**src/rtl/ex_fwd_unit_pkg.sv**
```systemverilog
// Shared definitions for the EX-stage forwarding and load-use stall unit:
// forwarding select encodings and the stall FSM state type.
package ex_fwd_unit_pkg;

    typedef logic [1:0] fwd_sel_t;

    localparam fwd_sel_t FWD_RF  = 2'b00;
    localparam fwd_sel_t FWD_WB  = 2'b01;
    localparam fwd_sel_t FWD_MEM = 2'b10;

    typedef enum logic {
        ST_IDLE  = 1'b0,
        ST_STALL = 1'b1
    } stall_state_t;

endpackage

```
**src/rtl/ex_fwd_unit_if.sv**
```systemverilog
// Pipeline-side bundle of the forwarding unit: ID/EX, EX/MEM and MEM/WB inputs
// plus the ALU operands, selects, store data and hazard controls it produces.
interface ex_fwd_unit_if #(
    parameter int DATA_W = 32,
    parameter int REG_AW = 5
);

    logic [REG_AW-1:0] id_rs;
    logic [REG_AW-1:0] id_rt;
    logic              idex_valid;
    logic              idex_memread;
    logic              idex_alusrc;
    logic [REG_AW-1:0] idex_rs;
    logic [REG_AW-1:0] idex_rt;
    logic [REG_AW-1:0] idex_rd;
    logic [DATA_W-1:0] idex_rdata1;
    logic [DATA_W-1:0] idex_rdata2;
    logic [DATA_W-1:0] idex_imm;
    logic              exmem_regwrite;
    logic              exmem_memread;
    logic [REG_AW-1:0] exmem_rd;
    logic [DATA_W-1:0] exmem_result;
    logic              memwb_regwrite;
    logic [REG_AW-1:0] memwb_rd;
    logic [DATA_W-1:0] memwb_result;
    logic              ex_adv;

    logic [DATA_W-1:0] alu_a;
    logic [DATA_W-1:0] alu_b;
    logic [1:0]        fwd_sel_a;
    logic [1:0]        fwd_sel_b;
    logic [DATA_W-1:0] exmem_store_data;
    logic              stall;
    logic              flush_idex;
    logic [15:0]       stall_cnt;

    modport master (
        output id_rs, id_rt, idex_valid, idex_memread, idex_alusrc,
               idex_rs, idex_rt, idex_rd, idex_rdata1, idex_rdata2, idex_imm,
               exmem_regwrite, exmem_memread, exmem_rd, exmem_result,
               memwb_regwrite, memwb_rd, memwb_result, ex_adv,
        input  alu_a, alu_b, fwd_sel_a, fwd_sel_b, exmem_store_data,
               stall, flush_idex, stall_cnt
    );

    modport slave (
        input  id_rs, id_rt, idex_valid, idex_memread, idex_alusrc,
               idex_rs, idex_rt, idex_rd, idex_rdata1, idex_rdata2, idex_imm,
               exmem_regwrite, exmem_memread, exmem_rd, exmem_result,
               memwb_regwrite, memwb_rd, memwb_result, ex_adv,
        output alu_a, alu_b, fwd_sel_a, fwd_sel_b, exmem_store_data,
               stall, flush_idex, stall_cnt
    );

endinterface

```
**src/rtl/ex_fwd_unit_fwd_select.sv**
```systemverilog
// Forwarding decision for one EX source register: picks the newest copy of the
// register among EX/MEM, MEM/WB and the register file.
module fwd_select
    import ex_fwd_unit_pkg::*;
#(
    parameter int DATA_W = 32,
    parameter int REG_AW = 5
) (
    input  logic [REG_AW-1:0] i_src,
    input  logic [DATA_W-1:0] i_rf_data,
    input  logic              i_exmem_regwrite,
    input  logic              i_exmem_memread,
    input  logic [REG_AW-1:0] i_exmem_rd,
    input  logic [DATA_W-1:0] i_exmem_result,
    input  logic              i_memwb_regwrite,
    input  logic [REG_AW-1:0] i_memwb_rd,
    input  logic [DATA_W-1:0] i_memwb_result,
    output fwd_sel_t          o_sel,
    output logic [DATA_W-1:0] o_value
);

    logic w_mem_hit;
    logic w_wb_hit;

    // A load in EX/MEM has no data yet, so only ALU results forward from there.
    assign w_mem_hit = i_exmem_regwrite && !i_exmem_memread &&
                       (i_exmem_rd != '0) && (i_exmem_rd == i_src);
    assign w_wb_hit  = i_memwb_regwrite &&
                       (i_memwb_rd != '0) && (i_memwb_rd == i_src);

    always_comb begin
        o_sel   = FWD_RF;
        o_value = i_rf_data;
        if (w_mem_hit) begin
            o_sel   = FWD_MEM;
            o_value = i_exmem_result;
        end else if (w_wb_hit) begin
            o_sel   = FWD_WB;
            o_value = i_memwb_result;
        end
    end

endmodule

```
**src/rtl/ex_fwd_unit.sv**
```systemverilog
// EX-stage forwarding muxes, registered store data, and the load-use stall FSM
// that holds the front end for LOAD_LAT cycles per load-use hazard.
module ex_fwd_unit
    import ex_fwd_unit_pkg::*;
#(
    parameter int DATA_W   = 32,
    parameter int REG_AW   = 5,
    parameter int LOAD_LAT = 1
) (
    input  logic         clk,
    input  logic         reset,
    ex_fwd_unit_if.slave bus
);

    localparam int CNT_W = $clog2(LOAD_LAT) + 1;

    fwd_sel_t          w_sel_a;
    fwd_sel_t          w_sel_b;
    logic [DATA_W-1:0] w_val_a;
    logic [DATA_W-1:0] w_val_b;
    logic              w_hazard;
    logic              w_stall;
    stall_state_t      r_state;
    stall_state_t      w_next_state;
    logic [CNT_W-1:0]  r_cnt;
    logic [CNT_W-1:0]  w_next_cnt;
    logic [DATA_W-1:0] r_store_data;
    logic [15:0]       r_stall_cnt;

    fwd_select #(.DATA_W(DATA_W), .REG_AW(REG_AW)) u_fwd_rs (
        .i_src            (bus.idex_rs),
        .i_rf_data        (bus.idex_rdata1),
        .i_exmem_regwrite (bus.exmem_regwrite),
        .i_exmem_memread  (bus.exmem_memread),
        .i_exmem_rd       (bus.exmem_rd),
        .i_exmem_result   (bus.exmem_result),
        .i_memwb_regwrite (bus.memwb_regwrite),
        .i_memwb_rd       (bus.memwb_rd),
        .i_memwb_result   (bus.memwb_result),
        .o_sel            (w_sel_a),
        .o_value          (w_val_a)
    );

    fwd_select #(.DATA_W(DATA_W), .REG_AW(REG_AW)) u_fwd_rt (
        .i_src            (bus.idex_rt),
        .i_rf_data        (bus.idex_rdata2),
        .i_exmem_regwrite (bus.exmem_regwrite),
        .i_exmem_memread  (bus.exmem_memread),
        .i_exmem_rd       (bus.exmem_rd),
        .i_exmem_result   (bus.exmem_result),
        .i_memwb_regwrite (bus.memwb_regwrite),
        .i_memwb_rd       (bus.memwb_rd),
        .i_memwb_result   (bus.memwb_result),
        .o_sel            (w_sel_b),
        .o_value          (w_val_b)
    );

    // Operand B may take the immediate, but stores always need the real rt value.
    assign bus.alu_a            = w_val_a;
    assign bus.alu_b            = bus.idex_alusrc ? bus.idex_imm : w_val_b;
    assign bus.fwd_sel_a        = w_sel_a;
    assign bus.fwd_sel_b        = w_sel_b;
    assign bus.exmem_store_data = r_store_data;
    assign bus.stall            = w_stall;
    assign bus.flush_idex       = w_stall;
    assign bus.stall_cnt        = r_stall_cnt;

    assign w_hazard = bus.idex_valid && bus.idex_memread && (bus.idex_rd != '0) &&
                      ((bus.idex_rd == bus.id_rs) || (bus.idex_rd == bus.id_rt));

    always_ff @(posedge clk or posedge reset) begin
        if (reset) begin
            r_state <= ST_IDLE;
            r_cnt   <= '0;
        end else begin
            r_state <= w_next_state;
            r_cnt   <= w_next_cnt;
        end
    end

    // The first stall cycle is spent in IDLE; STALL covers the remaining LOAD_LAT-1.
    always_comb begin
        w_next_state = r_state;
        w_next_cnt   = r_cnt;
        w_stall      = 1'b0;
        unique case (r_state)
            ST_IDLE: begin
                if (w_hazard) begin
                    w_stall = 1'b1;
                    if (LOAD_LAT > 1) begin
                        w_next_state = ST_STALL;
                        w_next_cnt   = CNT_W'(LOAD_LAT - 1);
                    end
                end
            end
            ST_STALL: begin
                w_stall    = 1'b1;
                w_next_cnt = r_cnt - CNT_W'(1);
                if (r_cnt == CNT_W'(1)) begin
                    w_next_state = ST_IDLE;
                end
            end
            default: begin
                w_next_state = ST_IDLE;
                w_next_cnt   = '0;
            end
        endcase
    end

    always_ff @(posedge clk or posedge reset) begin
        if (reset) begin
            r_store_data <= '0;
        end else if (bus.ex_adv) begin
            r_store_data <= w_val_b;
        end
    end

    always_ff @(posedge clk or posedge reset) begin
        if (reset) begin
            r_stall_cnt <= '0;
        end else if (w_stall && (r_stall_cnt != 16'hFFFF)) begin
            r_stall_cnt <= r_stall_cnt + 16'd1;
        end
    end

endmodule

```
**src/flat_wrapper.sv**
```systemverilog
// flat-port wrapper written by rule: the top's interface ports become plain ports
module ex_fwd_unit_flat import ex_fwd_unit_pkg::*;
#(
    parameter int DATA_W   = 32,
    parameter int REG_AW   = 5,
    parameter int LOAD_LAT = 1
)
  (clk, reset, bus_id_rs, bus_id_rt, bus_idex_valid, bus_idex_memread, bus_idex_alusrc, bus_idex_rs, bus_idex_rt, bus_idex_rd, bus_idex_rdata1, bus_idex_rdata2, bus_idex_imm, bus_exmem_regwrite, bus_exmem_memread, bus_exmem_rd, bus_exmem_result, bus_memwb_regwrite, bus_memwb_rd, bus_memwb_result, bus_ex_adv, bus_alu_a, bus_alu_b, bus_fwd_sel_a, bus_fwd_sel_b, bus_exmem_store_data, bus_stall, bus_flush_idex, bus_stall_cnt);
  ex_fwd_unit_if #(.DATA_W(DATA_W), .REG_AW(REG_AW)) bus_i ();
  input  logic clk;
  input  logic reset;
  input wire logic [$bits(bus_i.id_rs)-1:0] bus_id_rs;
  input wire logic [$bits(bus_i.id_rt)-1:0] bus_id_rt;
  input wire logic [$bits(bus_i.idex_valid)-1:0] bus_idex_valid;
  input wire logic [$bits(bus_i.idex_memread)-1:0] bus_idex_memread;
  input wire logic [$bits(bus_i.idex_alusrc)-1:0] bus_idex_alusrc;
  input wire logic [$bits(bus_i.idex_rs)-1:0] bus_idex_rs;
  input wire logic [$bits(bus_i.idex_rt)-1:0] bus_idex_rt;
  input wire logic [$bits(bus_i.idex_rd)-1:0] bus_idex_rd;
  input wire logic [$bits(bus_i.idex_rdata1)-1:0] bus_idex_rdata1;
  input wire logic [$bits(bus_i.idex_rdata2)-1:0] bus_idex_rdata2;
  input wire logic [$bits(bus_i.idex_imm)-1:0] bus_idex_imm;
  input wire logic [$bits(bus_i.exmem_regwrite)-1:0] bus_exmem_regwrite;
  input wire logic [$bits(bus_i.exmem_memread)-1:0] bus_exmem_memread;
  input wire logic [$bits(bus_i.exmem_rd)-1:0] bus_exmem_rd;
  input wire logic [$bits(bus_i.exmem_result)-1:0] bus_exmem_result;
  input wire logic [$bits(bus_i.memwb_regwrite)-1:0] bus_memwb_regwrite;
  input wire logic [$bits(bus_i.memwb_rd)-1:0] bus_memwb_rd;
  input wire logic [$bits(bus_i.memwb_result)-1:0] bus_memwb_result;
  input wire logic [$bits(bus_i.ex_adv)-1:0] bus_ex_adv;
  output wire logic [$bits(bus_i.alu_a)-1:0] bus_alu_a;
  output wire logic [$bits(bus_i.alu_b)-1:0] bus_alu_b;
  output wire logic [$bits(bus_i.fwd_sel_a)-1:0] bus_fwd_sel_a;
  output wire logic [$bits(bus_i.fwd_sel_b)-1:0] bus_fwd_sel_b;
  output wire logic [$bits(bus_i.exmem_store_data)-1:0] bus_exmem_store_data;
  output wire logic [$bits(bus_i.stall)-1:0] bus_stall;
  output wire logic [$bits(bus_i.flush_idex)-1:0] bus_flush_idex;
  output wire logic [$bits(bus_i.stall_cnt)-1:0] bus_stall_cnt;
  assign bus_i.id_rs = bus_id_rs;
  assign bus_i.id_rt = bus_id_rt;
  assign bus_i.idex_valid = bus_idex_valid;
  assign bus_i.idex_memread = bus_idex_memread;
  assign bus_i.idex_alusrc = bus_idex_alusrc;
  assign bus_i.idex_rs = bus_idex_rs;
  assign bus_i.idex_rt = bus_idex_rt;
  assign bus_i.idex_rd = bus_idex_rd;
  assign bus_i.idex_rdata1 = bus_idex_rdata1;
  assign bus_i.idex_rdata2 = bus_idex_rdata2;
  assign bus_i.idex_imm = bus_idex_imm;
  assign bus_i.exmem_regwrite = bus_exmem_regwrite;
  assign bus_i.exmem_memread = bus_exmem_memread;
  assign bus_i.exmem_rd = bus_exmem_rd;
  assign bus_i.exmem_result = bus_exmem_result;
  assign bus_i.memwb_regwrite = bus_memwb_regwrite;
  assign bus_i.memwb_rd = bus_memwb_rd;
  assign bus_i.memwb_result = bus_memwb_result;
  assign bus_i.ex_adv = bus_ex_adv;
  assign bus_alu_a = bus_i.alu_a;
  assign bus_alu_b = bus_i.alu_b;
  assign bus_fwd_sel_a = bus_i.fwd_sel_a;
  assign bus_fwd_sel_b = bus_i.fwd_sel_b;
  assign bus_exmem_store_data = bus_i.exmem_store_data;
  assign bus_stall = bus_i.stall;
  assign bus_flush_idex = bus_i.flush_idex;
  assign bus_stall_cnt = bus_i.stall_cnt;
  ex_fwd_unit #(.DATA_W(DATA_W), .REG_AW(REG_AW), .LOAD_LAT(LOAD_LAT)) u_core (.clk(clk), .reset(reset), .bus(bus_i));
endmodule
```
**config.mk**
```make
export PLATFORM = sky130hd
export DESIGN_NAME = ex_fwd_unit_flat
export DESIGN_NICKNAME = d
export VERILOG_FILES = /design/src/rtl/ex_fwd_unit_pkg.sv /design/src/rtl/ex_fwd_unit_if.sv /design/src/rtl/ex_fwd_unit_fwd_select.sv /design/src/rtl/ex_fwd_unit.sv /design/src/flat_wrapper.sv
export SDC_FILE = /design/constraint.sdc
export NUM_CORES = 1
export LEC_CHECK = 0
export ABC_CLOCK_PERIOD_IN_PS = 8189
export CAP_MARGIN = 30
export CORE_MARGIN = 10
export CORE_UTILIZATION = 37
export CTS_CLUSTER_DIAMETER = 120
export DETAILED_ROUTE_END_ITERATION = 16
export GPL_TIMING_DRIVEN = 1
export HOLD_SLACK_MARGIN = 0.15
export PLACE_DENSITY_LB_ADDON = 0.12
export SETUP_SLACK_MARGIN = 0.05
export SLEW_MARGIN = 0
export SYNTH_ARGS = -nofsm -noshare
export SYNTH_HDL_FRONTEND = slang
export SYNTH_SLANG_ARGS = --single-unit
```
**constraint.sdc**
```tcl
create_clock -name clk -period 8.19 [get_ports clk]
set_clock_uncertainty 0.05 [all_clocks]
set_input_delay 2.457 -clock clk [delete_from_list [all_inputs] [get_ports clk]]
set_output_delay 2.457 -clock clk [all_outputs]
set_load 0.01 [all_outputs]
```
== After elaboration in Yosys (flattened, before gate mapping) ==
Index checks and enable logic that the tools add are counted.

* Eq/ne operators: 7
* Bitwise gates (word level): 1
* Add/sub/neg operators: 2
* Reduce and logical (&&, ||, !) cells: 16
* Mux-type cells: 13

{| class="wikitable"
|+ Operators by type and width
! operator !! number
|-
| $mux W32 || 5
|-
| $eq A5 B5 Y1 || 6
|-
| $add A16 B1 Y16 const B || 1
|-
| $ne A16 B16 Y1 const B || 1
|-
| $reduce_bool A5 Y1 || 3
|-
| $logic_and A1 B1 Y1 || 11
|-
| $mux W1 || 5
|-
| $mux W2 || 2
|-
| $pmux W1 S2 || 1
|-
| $logic_not A1 Y1 || 1
|-
| $logic_or A1 B1 Y1 || 1
|-
| $not A1 Y1 || 1
|-
| $sub A1 B1 Y1 const B || 1
|}

* Register bits after elaboration: 50
* Output and inout bits: 118
* Input port bits: 204

== Longest topological paths before layout ==
Gate-level depths: netlist (run 1).

* Word-level depth: 6
* Gate-level depth with buffers: 8

== By module ==
Synthesis (run 1) repeated with hierarchy kept, for this count alone.

* Cells, all modules: 466
* Area, all modules: 4285.4 um2

{| class="wikitable"
|+ By module, submodules not included
! module !! area each (um2) !! times used !! seq. area each (um2) !! cells an instance
|-
| ex_fwd_unit || 2583.7 || 1 || 1251.2 || 210
|-
| fwd_select || 850.8 || 2 || 0.0 || 128
|}

== Worst setup path after synthesis (run 1) ==
OpenSTA, ideal clock, no wires.

* Path kind: input to output
* From: in bus_memwb_rd[1]
* To: out bus_alu_b[16]
* Stages: 7
* Data required time: 5683 ps
* Arrival time: 3998 ps
* Slack: 1685 ps
* Cells stage by stage: or4_4 o21ai_4 nor4_4 buf_6 mux2i_1 and2_4 o31ai_2

* Longest elaborated chain between the ends: 6
* Elaborated cells between the ends (all ways): 7
* Those cells by class: 1 x eq/ne; 3 x mux; 3 x reduce/logical

{| class="wikitable"
|+ Ends and longest elaborated chain
! what !! line !! RTL
|-
| start, declared || flat_wrapper.sv:28 || <nowiki>input wire logic [$bits(bus_i.memwb_rd)-1:0] bus_memwb_rd;</nowiki>
|-
| $reduce_bool A5 Y1 || ex_fwd_unit_fwd_select.sv:29 || <nowiki>(i_memwb_rd != '0) && (i_memwb_rd == i_src);</nowiki>
|-
| $logic_and A1 B1 Y1 || ex_fwd_unit_fwd_select.sv:28 || <nowiki>assign w_wb_hit = i_memwb_regwrite &&</nowiki>
|-
| $logic_and A1 B1 Y1 (*) || ex_fwd_unit_fwd_select.sv:29 ||
|-
| $mux W32 (*) || ex_fwd_unit_fwd_select.sv:37 || <nowiki>end else if (w_wb_hit) begin</nowiki>
|-
| $mux W32 (*) || ex_fwd_unit_fwd_select.sv:34 || <nowiki>if (w_mem_hit) begin</nowiki>
|-
| $mux W32 (*) || ex_fwd_unit.sv:60 || <nowiki>assign bus.alu_b = bus.idex_alusrc ? bus.idex_imm : w_val_b;</nowiki>
|-
| end, declared || flat_wrapper.sv:32 || <nowiki>output wire logic [$bits(bus_i.alu_b)-1:0] bus_alu_b;</nowiki>
|}

Mark *: on every way between the ends. The rest lies on a longest branch, timed or not.

== Final worst setup path (run 1) ==
* From: in bus_memwb_rd[1]
* To: out bus_alu_b[29]

The elaborated chain is that of the path after synthesis.

==> impl_results.md, run 1 <==
* Cell variety after synth at 45
* Top area cells in the synthesized netlist: dfrtp_1, mux2i_1, o31ai_2
* Grt total ovfl at 0
* Clock-pin slew on the worst setup and hold paths at 0.07 ns
* R2R Path End: u_core.bus.stall_cnt[3]
* # port buffers at 321
* CTS root buf: clkbuf_16
* Clock Sinks at 50
* Fin. Hold Viols at 0
* Slew headroom at 40.9%
* Final period util at 95.8%
* Post-synth EDFFs at 0
* Critical path's largest stage delay at 0.59 ns
* DRC viols at 0
* Via Count at 5278
* Area leader, netlist: dfrtp_1
* Max Cap Viol at 0
* Async set-or-reset flop fraction in the synthesized netlist at 100%
* Tmin final at 7.84 ns
* Most frequent cell after synthesis: nand2_1
* Unrepaired setup endpoints after global routing: no
* Kind of critical path: in2out
* Post-synthesis simple-gate area fraction at 20.7%
* Placed wire-length estimate at 17900 µm
* Worst Setup Start Kind: input pin
* Worst-Skew Late Latency at 0.29 ns
* Most used DFF post-synth: dfrtp_1
* Slew Limit Fails at 0
* Hold_sp: u_core.r_cnt
* Mux share of post-synthesis cell area at 14.7%
* Post-Syn Area at 4590 µm²
* Final Worst Setup Slack at 0.348 ns
* Routability congestion estimate at 0.920
* VDD IR max at 0.0771 mV
* Die area at 17300 µm²
* Leakage at 3.09 nW
* Final Power at 0.873 mW
* Yosys Warn Count at 0
* Hold depth at 1
* Worst-Margin Slew at 0.887 ns
* Drt wl/cell at 20.9 µm
* WHS at 0.399 ns
* Die X at 131 µm
* R2R cell count at 6
* Hold Path End: u_core.r_state
* First-pass GRT wire length at 32900 µm
* CTS Buffer Depth at 2
* Core Area at 12100 µm²
* Post_cts resized at 0
* PD cells at 107 nW/µm²
* # setup viols final at 0
* Pin count of the biggest net entering global routing at 65
* Crit. End Element: output pin
* Compound-Gate Fraction of Synth Area at 22.1%
* Fill cells at 986
* Mapped Cells at 555
* Run status: completed
* Area grow syn2layout at 77.2%
* Dpl ws at 0.105 ns
* H-tree depth at 2
* Share of the synthesized area in the top cell type at 27.2%
* CP max stage cell: clkdlybuf4s50_1
* Total track usage at 23.6%
* Layout cells sized above 1 at 11.3%
* First-pass DRT Iterations at 4
* Vias per cell at 5.12
* Max Fclk at 128 MHz
* Final WL at 21500 µm
* TritonCTS buffer count at 5
* Seq cells post-synth at 50
* Row cnt at 40
* IO Count at 322
* Syn nets at 760
* Fin nets at 1065
* Starting Density at 38.1%
* Avg Cell Area, Syn at 8.27 µm²
* Worst EP required at 5.68 ns
* Chip Height at 131 µm
* Worst EP arrival at 5.34 ns
* XOR/XNOR Fraction of Synth Area at 7.63%
* Crit Path Max Fanout at 12
* Setup TNS at 0 ns
* Largest family of logic cells by synthesized area: compound AO/OA/AOI/OAI gates
* Antenna violations before repair at 1
* Number of global-route vias before repair at 5712
* FF-to-FF setup slack at 6.15 ns
* Synth Area in Adders at 0.272%
* Commonest cells in the netlist: nand2_1, mux2i_1, dfrtp_1, nor2_1, inv_1
* Sequential fraction of the synthesis area at 27.2%
* HP Class: reg2reg
* Reg-to-reg startpoint: u_core.bus.stall_cnt[10]
* TritonCTS clock tree: done
* DRT antenna net count at 0
* Detailed Route Iter0 Violations at 313
* CP cell instances: clkdlybuf4s50_1 -> or4_4 -> o21ai_4 -> nor4_4 -> buf_4 -> buf_4 -> mux2i_1 -> and2_4 -> o31ai_2 -> clkdlybuf4s50_1
[registers in the layout, summed over array words and instances, names as in the netlist]
register / count
u_core.bus.exmem_store_data: 32
u_core.bus.stall_cnt: 16
u_core.r_cnt: 1
u_core.r_state: 1
[metal layers]
metal | part of all wire [%] | GRT usage [%] | up-vias | wire length, µm
li1 | - | - | 2550 | -
met1 | 35 | 23.5 | 2457 | 7530
met2 | 52 | 43.4 | 235 | 11300
met3 | 9.3 | 9.34 | 36 | 2000
met4 | 3.3 | 8.78 | 0 | 701
met5 | 0 | 0 | - | 0
[logic make-up (layout without fill, tap and decap cells)]
| group | after synthesis | after routing |
|---|---|---|
| multiplexers | 67 | 67 |
| AO/OA/AOI/OAI | 143 | 143 |
| XOR/XNOR | 40 | 40 |
| AND/OR/NAND/NOR | 176 | 176 |
| adder cells (fa/ha/maj) | 1 | 1 |
| flip-flops | 50 | 50 |
| buffers and inverters | 78 | 384 |
| other | 0 | 1 |
[stage by stage]
| step | utilization (%) | instance area, µm² | cells |
|---|---|---|---|
| after floorplan | - | 4590 | 555 |
| after global placement | 65.5 | 7900 | 1013 |
| after detailed placement | 65.7 | 7920 | 1014 |
| after CTS | 66.9 | 8070 | 1022 |
| after global routing | 67.5 | 8140 | 1030 |
| final | 67.5 | 8140 | 1030 |
[layout make-up]
cell class	instances	area (µm²)	area share [%]
Antenna cell	1	2.50	0.0308
Tap cell	168	210	2.58
Timing Repair Buffer	339	3380	41.5
Clock buffer	5	125	1.54
Inverter	37	139	1.71
Clock inverter	3	25.0	0.308
Sequential cell	50	1250	15.4
Multi-Input combinational cell	427	3010	37.0
[worst max-delay path: cells and delay by family]
kind	cells	cell delay, ns
AO/OA/AOI/OAI	2	0.47
buffers and inverters	4	1.46
multiplexers	1	0.14
AND/OR/NAND/NOR	3	0.79
[worst max-delay path by stage]
stage	startpoint	to	slack [ns]	cells past startpoint
floorplan	bus_memwb_rd[1]	bus_alu_b[16]	1.69	7
global placement	bus_memwb_rd[1]	bus_alu_b[29]	0.17	9
detailed placement	bus_memwb_rd[1]	bus_alu_b[29]	0.11	9
CTS	bus_memwb_rd[1]	bus_alu_b[29]	0.09	9
global route	bus_memwb_rd[1]	bus_alu_b[29]	0.23	10
finish	bus_memwb_rd[1]	bus_alu_b[29]	0.35	10
[power by group]
group	switching [mW]	internal, mW	total (mW)
logic	0.149	0.221	0.370
registers	0.0167	0.268	0.284
clock network	0.103	0.115	0.218
total	0.268	0.604	0.873
[cell usage in the layout (no fill, tap or decap), drive strengths merged, types with 2 or more instances in the layout]
cell type / count
a21oi: 3
inv: 38
mux2i: 64
nor3b: 3
and2: 33
nand3: 8
nor3: 4
nor2: 38
nand2: 70
and4: 2
clkdlybuf4s50: 319
a41oi: 2
dfrtp: 50
clkbuf: 5
a31oi: 2
nor2b: 3
o31ai: 32
xnor2: 15
o21ai: 67
buf: 20
o22ai: 33
nand4: 4
or4: 3
mux2: 3
nor4: 4
xor2: 25
[repair_timing]
item                       4_1_cts  5_1_grt
setup buffers                    0        6
setup endpoints to repair        0       21
hold buffers                     0        0
No activity file was read; power rests on OpenSTA's default activity.
==> run 2: changes to the inputs <==
CORE_UTILIZATION = 39   (was 37)
CTS_CLUSTER_SIZE = 40   (was not set)
RECOVER_POWER = 25   (was not set)
==> run 2 against run 1 <==
  * The flow now finishes with violations (max-capacitance violations, max-slew violations)
  * Fmax up 0.62%
  * Hold slack got worse by 0.0064 ns
  * Die area decreased by 4.4%
  * Power up 0.49%
  * Global-route usage about the same
  * Critical path depth fell by 1
  * Sequential cell count is the same
  * Design area down 0.72%
==> impl_results.md, run 2 (same netlist as run 1, synthesis figures left out) <==
* Run status: finished, violations left
* Failing checks: max-capacitance violations, max-slew violations
* Pin count of the biggest net entering global routing at 65 (unchanged)
* DRC viols at 0 (unchanged)
* Worst EP required at 5.68 ns (about the same)
* Hold buffer count at CTS at 0 (unchanged)
* Area grow syn2layout at 75.9%
* Postcts setup bufs at 0 (unchanged)
* Total track usage at 23.6% (about the same)
* Vias per cell at 5.20 (+1.4%)
* Row cnt at 39 (-2.5%)
* Final period util at 95.2% (-0.59 points)
* Antenna violations before repair at 2 (+1)
* Core Area at 11500 µm² (-4.9%)
* Detailed Route Iter0 Violations at 285 (-8.9%)
* DRT antenna net count at 0 (unchanged)
* Starting Density at 40.0% (+2.0 points)
* Unrepaired setup endpoints after global routing: no
* VDD IR max at 0.0871 mV (+13%)
* Slew headroom at -90.9% (-130 points)
* Worst Setup Start Kind: input pin
* H-tree depth at 2 (unchanged)
* Final Cell Area at 8080 µm² (-0.72%)
* Tmin final at 7.79 ns (-0.0486 ns)
* Sw frac at 30.9% (+0.17 points)
* Number of global-route vias before repair at 5600 (-2.0%)
* HP Class: reg2reg
* Fin. Hold Viols at 0 (unchanged)
* Most frequent cells in the layout: clkdlybuf4s50_1, nand2_1, mux2i_1, dfrtp_1, nor2_1
* Clock-pin slew on the worst setup and hold paths at 0.08 ns (about the same)
* Max Cap Viol at 1 (+1)
* Grt total ovfl at 0 (unchanged)
* Via Count at 5203 (-1.4%)
* Worst-Margin Slew at 2.86 ns (+1.98 ns)
* R2R Path End: u_core.bus.stall_cnt[15]
* Comb power frac at 42.0% (-0.4 points)
* First-pass GRT wire length at 31100 µm (-5.4%)
* Crit. End Element: output pin
* Start point of the critical path: bus_exmem_rd[1]
* R2R cell count at 6 (unchanged)
* FF-to-FF setup slack at 6.18 ns (+0.03 ns)
* CTS root buf: clkbuf_16
* Setup TNS at 0 ns (unchanged)
* # setup viols final at 0 (unchanged)
* Die area at 16500 µm² (-4.4%)
* Clock share of power at 25.6% (+0.6 points)
* Cell Int Power at 0.606 mW (+0.23%)
* Layout cells sized above 1 at 10.5% (-0.75 points)
* Die X at 129 µm (-2.2%)
* # port buffers at 321 (unchanged)
* Post_cts resized at 0 (unchanged)
* Max Fclk at 128 MHz (+0.62%)
* Reg power frac at 32.4% (-0.2 points)
* WHS at 0.393 ns (-0.00636 ns)
* TritonCTS buffer count at 5 (unchanged)
* Post-place instance area at 7900 µm² (-0.30%)
* First-pass DRT Iterations at 4 (unchanged)
* Worst-Skew Late Latency at 0.29 ns (about the same)
* Kind of critical path: in2out
* Final WL at 20700 µm (-3.9%)
* Worst setup path end: bus_alu_b[31]
* Commonest non-fill, non-tap cell in the layout: clkdlybuf4s50_1
* PD cells at 109 nW/µm² (+1.2%)
* TritonCTS clock tree: done
* Slew Limit Fails at 51 (+51)
* Cell count after placement at 990 (-2.4%)
* Layout Cells excl Fill at 1001 (-2.8%)
* Placed wire-length estimate at 17300 µm (-3.7%)
* CTS Buffer Depth at 2 (unchanged)
* Largest register FFs at 32 (unchanged)
* IO Count at 322 (unchanged)
* Leakage at 3.06 nW (-0.84%)
* Reg-to-reg startpoint: u_core.bus.stall_cnt[0]
* Worst EP arrival at 5.29 ns (-0.05 ns)
* Clock Sinks at 50 (unchanged)
* Fin nets at 1060 (-0.47%)
* Routability congestion estimate at 0.929 (+1.0%)
* Chip Height at 129 µm (-2.2%)
* Sw Pwr at 0.271 mW (+1.1%)
* Crit Path Max Fanout at 50 (+38)
* Drt wl/cell at 20.7 µm (-1.1%)
## run 2: power groups by stage
stage / clock (mW) / combinational [mW] / sequential (mW)
4_1_cts: 0.227 / 0.371 / 0.285
3_5_place_dp: 0 / 0.369 / 0.289
3_3_place_gp: 0 / 0.364 / 0.287
6_report: 0.224 / 0.368 / 0.284
2_1_floorplan: 0 / 0.125 / 0.296
5_1_grt: 0.238 / 0.396 / 0.287
## run 2: metrics by stage
| stage | util [%] | power, mW | setup WS, ns |
|---|---|---|---|
| final | 70.5 | 0.877 | 0.396 |
| after global routing | 70.5 | 0.921 | 0.135 |
| after CTS | 70.2 | 0.883 | 0.384 |
| after detailed placement | 68.9 | 0.658 | 0.386 |
| after global placement | 68.9 | 0.651 | 0.462 |
| after floorplan | - | 0.422 | 1.69 |
## run 2: critical path, cell delays in order
cell,delay (ns)
clkdlybuf4s50_1,0.47
or4_1,0.57
o21ai_1,0.22
nor4_1,0.10
nand3_2,0.10
buf_4,0.41
nor2_1,0.09
o31ai_1,0.23
clkdlybuf4s50_1,0.63
## run 2: worst min-delay path by stage
| stage | slack [ns] | cells after the start | end | from |
|---|---|---|---|---|
| finish | 0.39 | 1 | u_core.r_state | u_core.r_cnt |
| global route | 0.41 | 1 | u_core.r_state | u_core.r_cnt |
| CTS | 0.40 | 1 | u_core.r_state | u_core.r_cnt |
| detailed placement | 0.39 | 1 | u_core.r_state | u_core.r_cnt |
| global placement | 0.38 | 1 | u_core.r_state | u_core.r_cnt |
| floorplan | 0.37 | 1 | u_core.r_state | u_core.r_cnt |
## run 2: layout make-up
| class | count | area (µm²) |
|---|---|---|
| antenna | 2 | 5.00 |
| sequential | 50 | 1250 |
| clock inverter | 3 | 28.8 |
| fill | 914 | 3390 |
| clock buffer | 5 | 125 |
| timing repair buffer | 334 | 3340 |
| inverter | 37 | 139 |
| multi-input combinational | 427 | 3010 |
| tap | 143 | 179 |
## run 2: per-layer routing
metal / GRT usage [%] / up-vias / share of wire (%)
li1: - / 2537 / -
met1: 23.9 / 2430 / 35
met2: 43.4 / 208 / 53
met3: 9.24 / 28 / 9.4
met4: 7.86 / 0 / 2.9
met5: 0 / - / 0
==> run 3: changes to the inputs <==
GPL_TIMING_DRIVEN = 0   (was 1)
==> run 3 against run 2 <==
  * The run still ends with max-capacitance violations, max-slew violations left
  * Die area unchanged
  * Utilization increased by 0.46 points
  * First-iteration DRC count increased by 24%
==> impl_results.md, run 3 (same netlist as run 1, synthesis figures left out) <==
* DRT antenna net count at 0 (unchanged)
* Slew headroom at -29.4% (+62 points)
* Layout cells sized above 1 at 10.2% (-0.32 points)
* Commonest non-fill, non-tap cell in the layout: clkdlybuf4s50_1
* Final Power at 0.878 mW (+0.12%)
* VDD IR max at 0.101 mV (+16%)
* Via Count at 5563 (+6.9%)
* Pin count of the biggest net entering global routing at 36 (-45%)
* Run status: finished, violations left
* TritonCTS clock tree: done
* Drt wl/cell at 22.1 µm (+7.0%)
* Crit Path Max Fanout at 10 (-80%)
* First-pass GRT wire length at 34100 µm (+9.7%)
* Placed wire-length estimate at 19300 µm (+12%)
* Detailed Route Iter0 Violations at 353 (+24%)
* Unrepaired setup endpoints after global routing: no
* Fill cells at 904 (-1.1%)
* Fin. Hold Viols at 0 (unchanged)
* Starting Density at 40.0% (unchanged)
* Die X at 129 µm (unchanged)
* PD cells at 108 nW/µm² (-0.52%)
* First-pass DRT Iterations at 5 (+1)
* Antenna violations before repair at 0 (-2)
* Fin nets at 1087 (+2.5%)
* Worst-Skew Late Latency at 0.29 ns (about the same)
* Tmin final at 7.99 ns (+0.194 ns)
* Max Cap Viol at 1 (unchanged)
* Final WL at 22700 µm (+9.8%)
* Area grow syn2layout at 77.1%
* Multi-input gate area at 3010 µm² (unchanged)
* Setup TNS at 0 ns (unchanged)
* HP Class: reg2reg
* Die area at 16500 µm² (unchanged)
* Slew Limit Fails at 36 (-29%)
* Max Fclk at 125 MHz (-2.4%)
* Hold buffer count at CTS at 0 (unchanged)
* Row cnt at 39 (unchanged)
* # port buffers at 319 (-0.62%)
* Most frequent cells in the layout: clkdlybuf4s50_1, nand2_1, mux2i_1, dfrtp_1, nor2_1
* H-tree depth at 2 (unchanged)
* Final period util at 97.5% (+2.4 points)
* IO Count at 322 (unchanged)
* Failing checks: max-capacitance violations, max-slew violations
* Worst EP required at 5.68 ns (about the same)
* Number of global-route vias before repair at 6030 (+7.7%)
* FF/Latch Area at 1250 µm² (unchanged)
* Worst EP arrival at 5.48 ns (+0.19 ns)
* Worst Setup Start Kind: input pin
* CTS Buffer Depth at 2 (unchanged)
* Routability congestion estimate at 0.918 (-1.2%)
* Total track usage at 25.9% (+2.3 points)
* Crit. End Element: output pin
* CTS root buf: clkbuf_16
* Largest register FFs at 32 (unchanged)
* Kind of critical path: in2out
* # setup viols final at 0 (unchanged)
* Clock-pin slew on the worst setup and hold paths at 0.07 ns (about the same)
* Leakage at 3.08 nW (+0.70%)
* Worst-Margin Slew at 1.94 ns (-0.923 ns)
* TritonCTS buffer count at 5 (unchanged)
* Vias per cell at 5.42 (+4.2%)
* Chip Height at 129 µm (unchanged)
* Core Area at 11500 µm² (unchanged)
* Grt total ovfl at 0 (unchanged)
* DRC viols at 0 (unchanged)
* Clock Sinks at 50 (unchanged)
## run 3: changes by cell type in the layout (fill, tap and decap cells not counted)
| cell | delta |
|---|---|
| clkbuf_1 | +24 |
| buf_16 | -1 |
| buf_4 | -5 |
| buf_6 | +3 |
| inv_1 | +1 |
| buf_12 | -2 |
| buf_2 | +4 |
| clkbuf_2 | +1 |
| diode_2 | -1 |
| clkinv_1 | -1 |
| buf_1 | +3 |
## run 3: where the power goes
group,internal (mW),switching [mW]
clock network,0.117,0.104
logic,0.220,0.153
registers,0.268,0.0165
## run 3: area by class of cell
type                       instances  area share (%)
antenna                            1          0.0308
sequential                        50            15.4
clock buffer                       5            1.54
buffer                            41            2.46
clock inverter                     3           0.354
multi-input combinational        427            37.0
tap                              143            2.20
inverter                          37            1.71
timing repair buffer             320            39.3
## run 3: final timing paths
path,startpoint,endpoint,slack (ns),cells after the start
max reg2reg,u_core.bus.stall_cnt[10],u_core.bus.stall_cnt[3],6.15,6
min in group asynchronous,reset,u_core.bus.exmem_store_data[9],2.65,2
min reg2reg,u_core.r_cnt,u_core.r_state,0.41,1
min,u_core.r_cnt,u_core.r_state,0.41,1
max,bus_exmem_rd[4],bus_alu_a[27],0.20,9
max in group asynchronous,reset,u_core.bus.exmem_store_data[19],3.21,3
## run 3: worst max-delay path: stages
cell	delay (ns)
clkdlybuf4s50_1	0.57
or4_1	0.15
o21ai_1	0.08
nor4_2	0.48
clkbuf_1	0.42
clkbuf_1	0.48
nand2_1	0.10
o21ai_1	0.14
clkdlybuf4s50_1	0.60
## run 3: per-stage QoR
step / hold slack (ns) / cells / util (%) / setup slack [ns] / instance area (µm²)
2_1_floorplan: 0.371 / 555 / - / 1.69 / 4590
3_3_place_gp: 0.383 / 1017 / 69.4 / 0.0730 / 7960
3_5_place_dp: 0.389 / 1018 / 69.6 / -0.0342 / 7980
4_1_cts: 0.402 / 1026 / 71.0 / 0.145 / 8140
5_1_grt: 0.412 / 1026 / 70.9 / 0.0510 / 8130
6_report: 0.407 / 1027 / 70.9 / 0.203 / 8130
## run 3: timing repair
action                     CTS  global route
pin swaps                    0             0
setup buffers                0             0
hold endpoints to repair     0             0
setup endpoints to repair   14             7
gates resized for setup      1             2
## run 3: routing by layer
metal / part of all wire, % / track usage (%) / up-vias / wire, µm
met4: 2.2 / 7.86 / 0 / 497
met3: 10 / 9.49 / 24 / 2290
li1: - / - / 2593 / -
met2: 53 / 48.0 / 264 / 12100
met5: 0 / 0 / - / 0
met1: 35 / 26.6 / 2682 / 7890
